### src/rtl/ae250_spi_responder_if.sv
// Pin and byte-stream bundle for the AE250 SPI responder.
// The slave modport is the responder side; the master modport is the SPI master plus the byte agent.
interface ae250_spi_responder_if;
  logic       spi_sclk;
  logic       spi_csn;
  logic       spi_mosi;
  logic       spi_miso;
  logic       spi_miso_oe;
  logic [7:0] tx_data;
  logic       tx_valid;
  logic       tx_ready;
  logic [7:0] rx_data;
  logic       rx_valid;
  logic       rx_ready;
  logic       rx_overrun;
  logic       tx_underrun;

  modport slave (
    input  spi_sclk, spi_csn, spi_mosi, tx_data, tx_valid, rx_ready,
    output spi_miso, spi_miso_oe, tx_ready, rx_data, rx_valid, rx_overrun, tx_underrun
  );

  modport master (
    output spi_sclk, spi_csn, spi_mosi, tx_data, tx_valid, rx_ready,
    input  spi_miso, spi_miso_oe, tx_ready, rx_data, rx_valid, rx_overrun, tx_underrun
  );
endinterface

### src/rtl/ae250_spi_responder.sv
// Mode-0, MSB-first, 8-bit SPI responder.
// SCLK, CSn and MOSI are oversampled in the clk domain; there is a one-entry TX holding register.
module ae250_spi_responder #(
  parameter logic [7:0] TX_DEFAULT = 8'hFF
) (
  input  logic                        clk,
  input  logic                        rst,
  ae250_spi_responder_if.slave        bus
);

  typedef enum logic {IDLE = 1'b0, ACTIVE = 1'b1} state_t;

  state_t     state_r;
  state_t     state_nxt_s;
  logic [2:0] sclk_sync_r;
  logic [2:0] csn_sync_r;
  logic [1:0] mosi_sync_r;
  logic [7:0] tx_shift_r;
  logic [7:0] tx_hold_r;
  logic       tx_full_r;
  logic [6:0] rx_shift_r;
  logic [7:0] rx_data_r;
  logic       rx_valid_r;
  logic       rx_overrun_r;
  logic       tx_underrun_r;
  logic [2:0] bit_cnt_r;

  logic       sclk_rise_s, sclk_fall_s, csn_rise_s, csn_fall_s, mosi_s;
  logic       start_s, rise_act_s, fall_act_s, load_s, byte_done_s;
  logic       tx_write_s, rx_accept_s, rx_capture_s;
  logic [7:0] rx_byte_s;
  logic       miso_s, miso_oe_s;

  // Two sync flops per pin; the third SCLK/CSn flop is the edge-detect history.
  always_ff @(posedge clk) begin
    if (rst) begin
      sclk_sync_r <= 3'b000;
      csn_sync_r  <= 3'b000;
      mosi_sync_r <= 2'b00;
    end else begin
      sclk_sync_r <= {sclk_sync_r[1:0], bus.spi_sclk};
      csn_sync_r  <= {csn_sync_r[1:0], bus.spi_csn};
      mosi_sync_r <= {mosi_sync_r[0], bus.spi_mosi};
    end
  end

  assign sclk_rise_s = sclk_sync_r[1] & ~sclk_sync_r[2];
  assign sclk_fall_s = ~sclk_sync_r[1] & sclk_sync_r[2];
  assign csn_rise_s  = csn_sync_r[1] & ~csn_sync_r[2];
  assign csn_fall_s  = ~csn_sync_r[1] & csn_sync_r[2];
  assign mosi_s      = mosi_sync_r[1];

  // Deselect wins over any SCLK edge seen in the same cycle.
  assign start_s      = (state_r == IDLE) & csn_fall_s;
  assign rise_act_s   = (state_r == ACTIVE) & sclk_rise_s & ~csn_rise_s;
  assign fall_act_s   = (state_r == ACTIVE) & sclk_fall_s & ~csn_rise_s;
  assign load_s       = start_s | (fall_act_s & (bit_cnt_r == 3'd0));
  assign byte_done_s  = rise_act_s & (bit_cnt_r == 3'd7);
  assign rx_byte_s    = {rx_shift_r, mosi_s};
  assign rx_accept_s  = rx_valid_r & bus.rx_ready;
  assign rx_capture_s = byte_done_s & (~rx_valid_r | bus.rx_ready);
  assign tx_write_s   = bus.tx_valid & ~tx_full_r;

  // FSM state register.
  always_ff @(posedge clk) begin
    if (rst) begin
      state_r <= IDLE;
    end else begin
      state_r <= state_nxt_s;
    end
  end

  // FSM next-state logic.
  always_comb begin
    state_nxt_s = state_r;
    case (state_r)
      IDLE: begin
        if (csn_fall_s) state_nxt_s = ACTIVE;
        else            state_nxt_s = IDLE;
      end
      ACTIVE: begin
        if (csn_rise_s) state_nxt_s = IDLE;
        else            state_nxt_s = ACTIVE;
      end
      default: state_nxt_s = IDLE;
    endcase
  end

  // FSM outputs: MISO is driven only while selected.
  always_comb begin
    miso_s    = 1'b0;
    miso_oe_s = 1'b0;
    case (state_r)
      IDLE: begin
        miso_s    = 1'b0;
        miso_oe_s = 1'b0;
      end
      ACTIVE: begin
        miso_s    = tx_shift_r[7];
        miso_oe_s = 1'b1;
      end
      default: begin
        miso_s    = 1'b0;
        miso_oe_s = 1'b0;
      end
    endcase
  end

  // Shift registers, bit counter, TX holding register and RX port.
  always_ff @(posedge clk) begin
    if (rst) begin
      bit_cnt_r     <= 3'd0;
      tx_shift_r    <= 8'h00;
      tx_hold_r     <= 8'h00;
      tx_full_r     <= 1'b0;
      rx_shift_r    <= 7'h00;
      rx_data_r     <= 8'h00;
      rx_valid_r    <= 1'b0;
      rx_overrun_r  <= 1'b0;
      tx_underrun_r <= 1'b0;
    end else begin
      if (start_s)         bit_cnt_r <= 3'd0;
      else if (rise_act_s) bit_cnt_r <= bit_cnt_r + 3'd1;
      else                 bit_cnt_r <= bit_cnt_r;

      if (rise_act_s) rx_shift_r <= rx_byte_s[6:0];
      else            rx_shift_r <= rx_shift_r;

      // A write landing in a load cycle can only happen when the register was empty.
      if (load_s)          tx_shift_r <= tx_full_r ? tx_hold_r : TX_DEFAULT;
      else if (fall_act_s) tx_shift_r <= {tx_shift_r[6:0], 1'b0};
      else                 tx_shift_r <= tx_shift_r;

      if (tx_write_s)  tx_full_r <= 1'b1;
      else if (load_s) tx_full_r <= 1'b0;
      else             tx_full_r <= tx_full_r;

      if (tx_write_s) tx_hold_r <= bus.tx_data;
      else            tx_hold_r <= tx_hold_r;

      if (rx_capture_s) rx_data_r <= rx_byte_s;
      else              rx_data_r <= rx_data_r;

      if (rx_capture_s)     rx_valid_r <= 1'b1;
      else if (rx_accept_s) rx_valid_r <= 1'b0;
      else                  rx_valid_r <= rx_valid_r;

      rx_overrun_r  <= byte_done_s & rx_valid_r & ~bus.rx_ready;
      tx_underrun_r <= load_s & ~tx_full_r;
    end
  end

  assign bus.spi_miso    = miso_s;
  assign bus.spi_miso_oe = miso_oe_s;
  assign bus.tx_ready    = ~tx_full_r;
  assign bus.rx_data     = rx_data_r;
  assign bus.rx_valid    = rx_valid_r;
  assign bus.rx_overrun  = rx_overrun_r;
  assign bus.tx_underrun = tx_underrun_r;

endmodule
### src/flat_wrapper.sv
// flat-port wrapper written by rule: the top's interface ports become plain ports
module ae250_spi_responder_flat 
#(
  parameter logic [7:0] TX_DEFAULT = 8'hFF
)
  (clk, rst, bus_spi_sclk, bus_spi_csn, bus_spi_mosi, bus_tx_data, bus_tx_valid, bus_rx_ready, bus_spi_miso, bus_spi_miso_oe, bus_tx_ready, bus_rx_data, bus_rx_valid, bus_rx_overrun, bus_tx_underrun);
  ae250_spi_responder_if bus_i ();
  input  logic clk;
  input  logic rst;
  input wire logic [$bits(bus_i.spi_sclk)-1:0] bus_spi_sclk;
  input wire logic [$bits(bus_i.spi_csn)-1:0] bus_spi_csn;
  input wire logic [$bits(bus_i.spi_mosi)-1:0] bus_spi_mosi;
  input wire logic [$bits(bus_i.tx_data)-1:0] bus_tx_data;
  input wire logic [$bits(bus_i.tx_valid)-1:0] bus_tx_valid;
  input wire logic [$bits(bus_i.rx_ready)-1:0] bus_rx_ready;
  output wire logic [$bits(bus_i.spi_miso)-1:0] bus_spi_miso;
  output wire logic [$bits(bus_i.spi_miso_oe)-1:0] bus_spi_miso_oe;
  output wire logic [$bits(bus_i.tx_ready)-1:0] bus_tx_ready;
  output wire logic [$bits(bus_i.rx_data)-1:0] bus_rx_data;
  output wire logic [$bits(bus_i.rx_valid)-1:0] bus_rx_valid;
  output wire logic [$bits(bus_i.rx_overrun)-1:0] bus_rx_overrun;
  output wire logic [$bits(bus_i.tx_underrun)-1:0] bus_tx_underrun;
  assign bus_i.spi_sclk = bus_spi_sclk;
  assign bus_i.spi_csn = bus_spi_csn;
  assign bus_i.spi_mosi = bus_spi_mosi;
  assign bus_i.tx_data = bus_tx_data;
  assign bus_i.tx_valid = bus_tx_valid;
  assign bus_i.rx_ready = bus_rx_ready;
  assign bus_spi_miso = bus_i.spi_miso;
  assign bus_spi_miso_oe = bus_i.spi_miso_oe;
  assign bus_tx_ready = bus_i.tx_ready;
  assign bus_rx_data = bus_i.rx_data;
  assign bus_rx_valid = bus_i.rx_valid;
  assign bus_rx_overrun = bus_i.rx_overrun;
  assign bus_tx_underrun = bus_i.tx_underrun;
  ae250_spi_responder #(.TX_DEFAULT(TX_DEFAULT)) u_core (.clk(clk), .rst(rst), .bus(bus_i));
endmodule
### config.mk
export PLATFORM = sky130hd
export DESIGN_NAME = ae250_spi_responder_flat
export DESIGN_NICKNAME = d
export VERILOG_FILES = /design/src/rtl/ae250_spi_responder_if.sv /design/src/rtl/ae250_spi_responder.sv /design/src/flat_wrapper.sv
export SDC_FILE = /design/constraint.sdc
export NUM_CORES = 1
export LEC_CHECK = 0
export CORE_MARGIN = 2
export CORE_UTILIZATION = 50
export CTS_BUF_LIST = sky130_fd_sc_hd__clkbuf_8
export DETAILED_ROUTE_END_ITERATION = 6
export PLACE_DENSITY = 0.77
export REMOVE_ABC_BUFFERS = 1
export SETUP_SLACK_MARGIN = 0.05
export SLEW_MARGIN = 40
export SYNTH_ARGS = -nofsm -noshare
export SYNTH_HDL_FRONTEND = slang
export SYNTH_SLANG_ARGS = --single-unit
### constraint.sdc
create_clock -name clk -period 4.2 [get_ports clk]
set_input_delay 1.05 -clock clk [delete_from_list [all_inputs] [get_ports clk]]
set_output_delay 1.05 -clock clk [all_outputs]
set_load 0.05 [all_outputs]
==> summary.md <==
| Metric | Value |
|---|---|
| Status | finished clean |
| Flop pwr share | 59.0% |
| Hold depth | 1 |
| Hold crit path type | flip-flop to flip-flop |
| Period minus WS final | 2.926 ns |
| Worst-path maximum fanout | 10 |
| Critical Path RT | 3.15 ns |
| GR Util All Layers | 15.73% |
| Max-cap violations | 0 |
| Synth area leader | dfxtp_1 |
| GRT Residual Overflow | 0 |
| Area delta synth->final | 20.38% |
| Number of synthesized flops with an enable pin | 0 |
| Initial Util | 51.98% |
| Total power | 0.7887 mW |
| CORE AREA | 3661 sq um |
| Die area | 4316 sq um |
| Synth Warn # | 0 |
| Final Setup Violations | 0 |
| Peak VDD IR | 280.7 uV |
| Hold buffer count at cts | 0 |
| CTS resizes | 0 |
| Setup CP Type | flip-flop to primary output |
| Vias per std cell | 4.960 |
| Gate power share | 7.6% |
| Multi-input logic area | 898.4 sq um |
| Mapped cell area | 1903 sq um |
| Final Max Tran Viols | 0 |
| Worst Skew | 0.01068 ns |
| Largest net degree at the start of global routing | 46 |
| Top area cells in the synthesized netlist | dfxtp_1, mux2i_1, nand2b_1 |
| Clk root buf | clkbuf_8 |
| Slew Limit Headroom | 60.97% |
| Most common cell after layout, fill and taps aside | dfxtp_1 |
| Ant diodes | 0 |
| Max H-tree Level | 2 |
| Port buffer count | 28 |
| Average wire per standard cell | 10.76 um |
| Net Sw Power | 0.1843 mW |
| Drt total wl | 2937 um |
| WHS | 0.4422 ns |
| Clock transition at path regs | 0.09 ns |
| Part of the cycle the worst path needs | 69.67% |
| Fillers | 314 |
| Area after DPL | 2202 sq um |
| DRC viols | 0 |
| TNS Setup | 0 ns |
| Post-Synthesis Cells | 197 |
| Unique masters post-synth | 29 |
| Clock Sinks | 47 |
| Antenna violations before repair | 0 |
| FF+latch area | 940.9 sq um |
| Row count | 22 |
| Layout cells sized above 1 | 6.667% |
| Post-route ant nets | 0 |
| Peak Freq | 0.3417 GHz |
| 1st-iter DRT viols | 42 |
| Seq/Total Area, Yosys | 49.44% |
| Lkg Pwr | 0.8822 nW |
| Syn_area_per_cell | 9.660 sq um |
| Die width | 65.70 um |
| CTS buffer count | 5 |
| Post-DP HPWL | 2060 um |
| Clock share of power | 33.4% |
| Switching Share | 23.36% |
| Vias in the first global route | 1195 |
| Yosys reg bits | 47 |
| Setup Buffers After CTS | 0 |
| Yosys top cell area share | 49.44% |
| Finished Cell Area | 2291 sq um |
| Die Y | 65.70 um |
| Final GP Congestion | 0.7833 |
| Clock Path Buffers | 2 |
| RSZ-0062 raised after global routing | false |
| First-pass GRT wire length | 5209 um |
| Hold Violations, Final | 0 |
| PD cells | 344.3 nW/um^2 |
| R2R depth | 3 |
| Fin util | 62.58% |
| Prevailing post-synth register cell | dfxtp_1 |
| Fin nets | 242 |
| FFs w/ async S/R, synth | 0% |
| Arrival @ worst endpoint | 1.88 ns |
| Most frequent cells in the layout | dfxtp_1, clkdlybuf4s50_1, nand2_1, mux2i_1, nand2b_1 |
| DR pass1 iterations | 4 |
| Worst skew pair latency | 0.30 ns |
| Cell-internal power | 0.6044 mW |
| Worst-Margin Slew | 0.5842 ns |
| CP endpoint kind | primary output |
| Clock tree from TritonCTS | built |
| CP Launch Type | flip-flop |
| I/O Pins | 29 |
| DR vias | 1354 |
[synthesized netlist by cell type (2+ instances only)]
| master | count |
|---|---|
| nor2_1 | 9 |
| buf_6 | 2 |
| a21oi_1 | 12 |
| mux2i_1 | 25 |
| nand2b_1 | 24 |
| clkbuf_1 | 6 |
| o21ai_1 | 7 |
| ha_1 | 3 |
| nor3_1 | 5 |
| nor2b_1 | 12 |
| dfxtp_1 | 47 |
| inv_1 | 4 |
| nand2_1 | 25 |
[per-layer routing]
metal,wire length (um),vias up,GRT usage [%]
li1,-,706,-
met1,1456,616,20.06
met2,1312,25,24.49
met3,105,7,3.596
met4,62,0,8.594
met5,0,-,0
[cell type report]
cell class | count | share of cell area, %
Sequential cell | 47 | 41.07
Multi-Input combinational cell | 137 | 39.21
Timing Repair Buffer | 29 | 12.56
Clock buffer | 5 | 3.004
Tap cell | 48 | 2.622
Clock inverter | 3 | 0.8738
Inverter | 4 | 0.6554
[per-stage QoR]
| step | instances | setup slack, ns |
|---|---|---|
| finish | 273 | 1.274 |
| floorplan | 188 | 1.806 |
| CTS | 273 | 1.252 |
| global placement | 265 | 1.604 |
| detailed placement | 265 | 1.594 |
| global route | 273 | 1.160 |
[final timing paths]
check | from | slack, ns | to
min | u_core.sclk_sync_r[0] | 0.44 | u_core.sclk_sync_r[1]
max reg2reg | u_core.state_r | 2.34 | u_core.bus.rx_data[2]
max | u_core.state_r | 1.27 | bus_spi_miso
min reg2reg | u_core.sclk_sync_r[0] | 0.44 | u_core.sclk_sync_r[1]
[logic make-up after synthesis]
family,count (synthesis),share of synthesized area [%]
XOR/XNOR,1,0.4603
buffers and inverters,13,3.352
AO/OA/AOI/OAI,24,7.364
AND/OR/NAND/NOR,84,24.26
multiplexers,25,13.15
adder cells (fa/ha/maj),3,1.973
flip-flops,47,49.44
[registers in the layout (all words and copies together) (netlist names)]
register,count
u_core.bus.rx_overrun,1
u_core.bit_cnt_r,3
u_core.bus.tx_underrun,1
u_core.tx_full_r,1
u_core.sclk_sync_r,3
u_core.tx_shift_r,8
u_core.state_r,1
u_core.bus.rx_valid,1
u_core.rx_shift_r,7
u_core.csn_sync_r,3
u_core.bus.rx_data,8
u_core.mosi_sync_r,2
u_core.tx_hold_r,8
[critical path, cell delays in order, from the launching register on]
cell	delay, ns
dfxtp_1	0.58
and2_1	0.20
clkdlybuf4s50_1	0.80
[power groups by stage]
stage | sequential [mW] | combinational [mW] | clock [mW]
floorplan | 0.476 | 0.0316 | 0
global placement | 0.476 | 0.0593 | 0
detailed placement | 0.476 | 0.0604 | 0
CTS | 0.466 | 0.0606 | 0.273
global route | 0.468 | 0.0674 | 0.294
finish | 0.465 | 0.0598 | 0.264
No activity file was read; power rests on OpenSTA's default activity.
